[config.mk]
export PLATFORM = sky130hd
export DESIGN_NAME = hazard_scoreboard
export DESIGN_NICKNAME = d
export VERILOG_FILES = /design/src/rtl/hazard_pkg.sv /design/src/rtl/hazard_scoreboard_int_seq.sv /design/src/rtl/hazard_scoreboard.sv
export SDC_FILE = /design/constraint.sdc
export NUM_CORES = 1
export LEC_CHECK = 0
export CORE_MARGIN = 10
export CORE_UTILIZATION = 60
export DETAILED_ROUTE_END_ITERATION = 8
export GPL_TIMING_DRIVEN = 0
export PLACE_DENSITY = 0.82
export SETUP_SLACK_MARGIN = 0.2
export SYNTH_ARGS = -nofsm -noshare
export SYNTH_HDL_FRONTEND = slang
export SYNTH_SLANG_ARGS = --single-unit
export TNS_END_PERCENT = 30
[constraint.sdc]
create_clock -name clk -period 7.3 [get_ports clk]
set_clock_uncertainty 0.1 [all_clocks]
set_input_delay 1.46 -clock clk [delete_from_list [all_inputs] [get_ports clk]]
set_output_delay 1.46 -clock clk [all_outputs]
set_load 0.005 [all_outputs]
[src/rtl/hazard_pkg.sv]
// Shared types and constants for the ID-stage hazard scoreboard and interrupt sequencer.
package hazard_pkg;

   typedef enum logic [1:0] {
      StRun  = 2'd0,
      StSvc  = 2'd1,
      StHalt = 2'd2
   } seq_state_e;

   localparam logic [4:0] EX_CODE_INT = 5'd0;
   localparam logic [4:0] EX_CODE_HLT = 5'd1;
   localparam logic [4:0] EX_CODE_RES = 5'd2;

   localparam logic [1:0] LAT_SHORT = 2'd0;
   localparam logic [1:0] LAT_LD    = 2'd1;
   localparam logic [1:0] LAT_C0    = 2'd2;
   localparam logic [1:0] LAT_RSV   = 2'd3;

endpackage

[src/rtl/hazard_scoreboard_int_seq.sv]
// Interrupt sequencer: RUN/SVC/HALT FSM with lowest-index priority encoder.
module int_seq
   import hazard_pkg::*;
#(
   parameter int unsigned NINT    = 8,
   parameter int unsigned HLT_BIT = 7,
   parameter int unsigned RES_BIT = 6,
   localparam int unsigned EXW    = $clog2(NINT)
) (
   input  logic            clk,
   input  logic            rst,
   input  logic [NINT-1:0] int_sig,
   input  logic [NINT-1:0] int_mask,
   input  logic            cp0_ie,
   input  logic            cp0_exl,
   input  logic            eret,
   output logic            ex_req,
   output logic [4:0]      ex_code,
   output logic [EXW-1:0]  ex_line,
   output logic            halted
);

   seq_state_e state_q, state_d;

   logic [NINT-1:0] pend;
   logic            low_found;
   logic [EXW-1:0]  low_idx;
   logic            enabled;
   logic            hlt_pend;
   logic            res_pend;

   // Halt and resume lines never count as ordinary service requests.
   always_comb begin
      pend          = int_sig & int_mask;
      pend[HLT_BIT] = 1'b0;
      pend[RES_BIT] = 1'b0;
   end

   always_comb begin
      low_found = 1'b0;
      low_idx   = '0;
      for (int i = NINT - 1; i >= 0; i--) begin
         if (pend[i]) begin
            low_found = 1'b1;
            low_idx   = EXW'(i);
         end
      end
   end

   assign enabled  = cp0_ie & ~cp0_exl;
   assign hlt_pend = int_sig[HLT_BIT] & int_mask[HLT_BIT];
   assign res_pend = int_sig[RES_BIT] & int_mask[RES_BIT];

   always_comb begin
      state_d = state_q;
      ex_req  = 1'b0;
      ex_code = EX_CODE_INT;
      ex_line = '0;
      unique case (state_q)
         StRun: begin
            if (enabled & hlt_pend) begin
               ex_req  = 1'b1;
               ex_code = EX_CODE_HLT;
               state_d = StHalt;
            end else if (enabled & low_found) begin
               ex_req  = 1'b1;
               ex_code = EX_CODE_INT;
               ex_line = low_idx;
               state_d = StSvc;
            end
         end
         StSvc: begin
            if (eret) state_d = StRun;
         end
         StHalt: begin
            if (cp0_ie & res_pend) begin
               ex_req  = 1'b1;
               ex_code = EX_CODE_RES;
               state_d = StSvc;
            end
         end
         default: state_d = StRun;
      endcase
      if (rst) begin
         ex_req  = 1'b0;
         ex_code = EX_CODE_INT;
         ex_line = '0;
      end
   end

   always_ff @(posedge clk or posedge rst) begin
      if (rst) state_q <= StRun;
      else     state_q <= state_d;
   end

   assign halted = (state_q == StHalt);

endmodule

[src/rtl/hazard_scoreboard.sv]
// ID-stage hazard scoreboard: per-register latency countdown, HI/LO busy counter, interrupt gating.
module hazard_scoreboard
   import hazard_pkg::*;
#(
   parameter int unsigned NREG    = 32,
   parameter int unsigned AW      = 5,
   parameter int unsigned LD_LAT  = 2,
   parameter int unsigned C0_LAT  = 3,
   parameter int unsigned MUL_LAT = 4,
   parameter int unsigned NINT    = 8,
   parameter int unsigned HLT_BIT = 7,
   parameter int unsigned RES_BIT = 6,
   localparam int unsigned EXW    = $clog2(NINT)
) (
   input  logic            clk,
   input  logic            rst,
   input  logic            id_valid,
   input  logic [AW-1:0]   id_rsc,
   input  logic [AW-1:0]   id_rtc,
   input  logic            id_rs_rd,
   input  logic            id_rt_rd,
   input  logic [AW-1:0]   id_rdc,
   input  logic            id_rd_we,
   input  logic [1:0]      id_lat,
   input  logic            id_hilo_rd,
   input  logic            id_hilo_we,
   input  logic            id_jump,
   input  logic            flush,
   input  logic            eret,
   input  logic [NINT-1:0] int_sig,
   input  logic [NINT-1:0] int_mask,
   input  logic            cp0_ie,
   input  logic            cp0_exl,
   output logic            stall,
   output logic            issue,
   output logic            hilo_busy,
   output logic            branch_delay,
   output logic            ex_req,
   output logic [4:0]      ex_code,
   output logic [EXW-1:0]  ex_line,
   output logic            halted
);

   logic [2:0] cnt_q [NREG];
   logic [2:0] cnt_d [NREG];
   logic [3:0] hilo_q, hilo_d;
   logic [2:0] set_val;
   logic       rd_set;
   logic       dep_stall;
   logic       hilo_stall;

   int_seq #(
      .NINT    (NINT),
      .HLT_BIT (HLT_BIT),
      .RES_BIT (RES_BIT)
   ) u_int_seq (
      .clk      (clk),
      .rst      (rst),
      .int_sig  (int_sig),
      .int_mask (int_mask),
      .cp0_ie   (cp0_ie),
      .cp0_exl  (cp0_exl),
      .eret     (eret),
      .ex_req   (ex_req),
      .ex_code  (ex_code),
      .ex_line  (ex_line),
      .halted   (halted)
   );

   assign dep_stall  = id_valid & ((id_rs_rd & (cnt_q[id_rsc] != 3'd0)) |
                                   (id_rt_rd & (cnt_q[id_rtc] != 3'd0)));
   assign hilo_busy  = (hilo_q != 4'd0);
   assign hilo_stall = id_valid & (id_hilo_rd | id_hilo_we) & hilo_busy;
   assign stall      = dep_stall | hilo_stall | halted;
   assign issue      = id_valid & ~stall & ~flush & ~ex_req;
   assign rd_set     = issue & id_rd_we & (id_rdc != '0);

   always_comb begin
      case (id_lat)
         LAT_LD:  set_val = 3'(LD_LAT - 1);
         LAT_C0:  set_val = 3'(C0_LAT - 1);
         default: set_val = 3'd0;
      endcase
   end

   // A short producer resets the count to 0 so a newer result wins forwarding.
   always_comb begin
      for (int r = 0; r < NREG; r++) begin
         cnt_d[r] = cnt_q[r];
         if (cnt_q[r] != 3'd0) cnt_d[r] = cnt_q[r] - 3'd1;
         if (rd_set && (id_rdc == AW'(r))) cnt_d[r] = set_val;
         if (flush) cnt_d[r] = 3'd0;
      end
      cnt_d[0] = 3'd0;
   end

   always_comb begin
      hilo_d = hilo_q;
      if (flush)                   hilo_d = 4'd0;
      else if (issue & id_hilo_we) hilo_d = 4'(MUL_LAT - 1);
      else if (hilo_q != 4'd0)     hilo_d = hilo_q - 4'd1;
   end

   always_ff @(posedge clk or posedge rst) begin
      if (rst) begin
         for (int r = 0; r < NREG; r++) cnt_q[r] <= 3'd0;
         hilo_q       <= 4'd0;
         branch_delay <= 1'b0;
      end else begin
         for (int r = 0; r < NREG; r++) cnt_q[r] <= cnt_d[r];
         hilo_q       <= hilo_d;
         branch_delay <= issue & id_jump & ~flush;
      end
   end

endmodule

==> metrics.cfg <==
[layout]
insertedDiodeCount=0
final_util=0.704
layout-area-overhead-vs-synth_pct=14.2
mostFrequentLayoutCell=nor2_1
multi_input_area_mm2=0.00438
drive_above_1_share=0.115
seqCellArea_mm2=0.00250
nets=1036
final_cell_mix=nor2_1, inv_1, dfrtp_1, ha_1, mux2_2
num-fill-cells=976
fin_cells=1099

[floorplan]
die_area_mm2=0.0172
core_area_mm2=0.0121
die_y_um=131
start_util=0.617
rows=40
die_w_um=131
boundaryPins=60

[logic_synthesis]
synth-edff-count=0
ys_types=54
yosys_register_bits=100
synth_cells=859
synth_area_mm2=0.00744
ys_seq_area_frac=0.336
avgSynthCellArea_um2=8.66
ys_warn_count=0
synthFlopType=dfrtp_1
async_flop_share=1.00

[clocking]
cts_made_buffers=9
cts.htree.levels=3
cts_hold_buffers=0
post_cts_buffers=0
cts.clk_slew.worst_paths_ps=60
post_cts_resized=0
cts_tree=built
clock_sinks=100
cts_root_buffer=clkbuf_16
cts_buffer_depth=2
clk_latency_ps=350

[drt]
drtPass1Iterations=5
drt_iter0_markers=718
drtAntennaViolNets=0
drt-total-wl_um=18800
dr_total_vias=6468
via_per_inst=5.89
wl_per_cell_um=17.1
drc=0

[placement]
hpwl_um=14000
place_inst=1084
routabilityCongestion=0.933
dp_slack_ps=1070
port_buffers=54

[job]
drv_cap=0

[timing]
setup_ws_ps=939
fmax_mhz=157
final.setup.tns_ps=0
hold_viol=0
rsz0062_at_grt=false
relSlewSlack=0.540
setup_viol=0
slew_violations=0
worst_slew_pin_slew_ps=689
period_share=0.871
min_period_ps=6360
whs_ps=459

[power]
peakVddDrop_v=0.000156
power.leakage_uw=0.00374
p_per_area_mw_per_mm2=409

[global_route]
grt_pass1_wl_um=30100
grt_max_degree=61
grt_overflow=0
grt_antenna_before_repair=0
grt_usage=0.212
grt_pass1_vias=6083

[worst_setup_path]
crit_required_ps=5740
startpoint_type=input port
worstSetupPathType=in2out
critPathCaptureType=output port
worstPathArrival_ps=4800
worstPathMaxFanout=10

[min_path]
min_path_type=reg2reg

[outcome]
outcome=complete, no violations

state kept, by name, summed over array words and instances (netlist names):
signal / cells
hilo_q: 4
cnt_q: 93
u_int_seq.state_q: 2
branch_delay: 1
synth_stat cells, drive strengths merged, types with 2 or more instances:
cell type | number | share of area
nor2 | 131 | 0.066
inv | 104 | 0.052
dfrtp | 100 | 0.34
ha | 63 | 0.11
mux2 | 63 | 0.095
a21oi | 58 | 0.039
nor3 | 52 | 0.035
nand3 | 33 | 0.022
xor2 | 31 | 0.037
nand2 | 24 | 0.012
nor3b | 22 | 0.022
clkbuf | 21 | 0.011
nor4 | 20 | 0.018
o21ai | 20 | 0.013
buf | 17 | 0.013
and3b | 14 | 0.016
nand2b | 10 | 0.0084
a311oi | 8 | 0.0094
mux4 | 7 | 0.021
a211oi | 5 | 0.0050
or2 | 5 | 0.0042
a2111oi | 4 | 0.0056
nor2b | 4 | 0.0034
nor4b | 4 | 0.0047
a22oi | 3 | 0.0030
mux2i | 3 | 0.0040
nand4b | 3 | 0.0035
o32ai | 3 | 0.0035
a31oi | 2 | 0.0017
a41oi | 2 | 0.0024
nand4 | 2 | 0.0017
o211ai | 2 | 0.0020
o21bai | 2 | 0.0020
o311ai | 2 | 0.0047
o31ai | 2 | 0.0020
or3 | 2 | 0.0017
cells by family (layout without fill, tap and decap cells):
logic type | Yosys count | after routing | share of synthesized area
AO/OA/AOI/OAI | 119 | 119 | 0.100
XOR/XNOR | 32 | 32 | 0.0377
adder cells (fa/ha/maj) | 63 | 63 | 0.106
buffers and inverters | 142 | 212 | 0.0759
flip-flops | 100 | 100 | 0.336
multiplexers | 73 | 73 | 0.121
other | 1 | 3 | 0.000504
AND/OR/NAND/NOR | 329 | 329 | 0.222
path summary, 6_finish.rpt:
kind                                                   from                          endpoint  slack [ps]  depth (start not counted)
setup / recovery                                  id_rtc[1]                             stall         940                         11
hold / removal             u_int_seq.state_q[0]$_DFFE_PP0P_  u_int_seq.state_q[1]$_DFFE_PP0P_         460                          1
setup reg to reg                      cnt_q[38]$_DFFE_PP0P_             cnt_q[21]$_DFFE_PP0P_        4150                          8
hold reg to reg            u_int_seq.state_q[0]$_DFFE_PP0P_  u_int_seq.state_q[1]$_DFFE_PP0P_         460                          1
max in group asynchronous                               rst             cnt_q[62]$_DFFE_PP0P_        4950                          3
min in group asynchronous                               rst             cnt_q[79]$_DFFE_PP0P_        1460                          2
critical path, stage by stage:
cell,delay (ps)
clkdlybuf4s50_1,450
buf_4,210
nor4_1,370
a311oi_1,150
nor4bb_1,350
a311oi_1,100
o22ai_1,450
buf_2,300
nand2_1,250
a21o_1,250
clkdlybuf4s50_1,450
power by group:
| part | internal, uW | total [uW] | switching, uW |
|---|---|---|---|
| Clock | 247 | 455 | 208 |
| Sequential | 803 | 1040 | 233 |
| Combinational | 930 | 1980 | 1050 |
| Total | 1980 | 3480 | 1490 |
area by class of cell:
type / instances / area share
Multi-Input combinational cell: 619 / 0.515
Sequential cell: 100 / 0.295
Timing Repair Buffer: 55 / 0.0669
Inverter: 104 / 0.0462
Clock buffer: 13 / 0.0306
Tap cell: 168 / 0.0247
Buffer: 38 / 0.0205
Clock inverter: 2 / 0.00118
stage by stage:
step	power (uW)	area, um2
floorplan	2550	7440
global placement	2890	8200
detailed placement	2980	8230
CTS	3460	8500
global route	3820	8500
finish	3480	8500
metal layers:
layer  track usage  up-vias  wire length (um)
met5             0        -                 0
met4        0.0723        0               439
met3        0.0530       46              1740
met2         0.336      278              8560
met1         0.276     3017              8040
li1              -     3127                 -
Note: power is estimated with default switching activity, not from simulation.
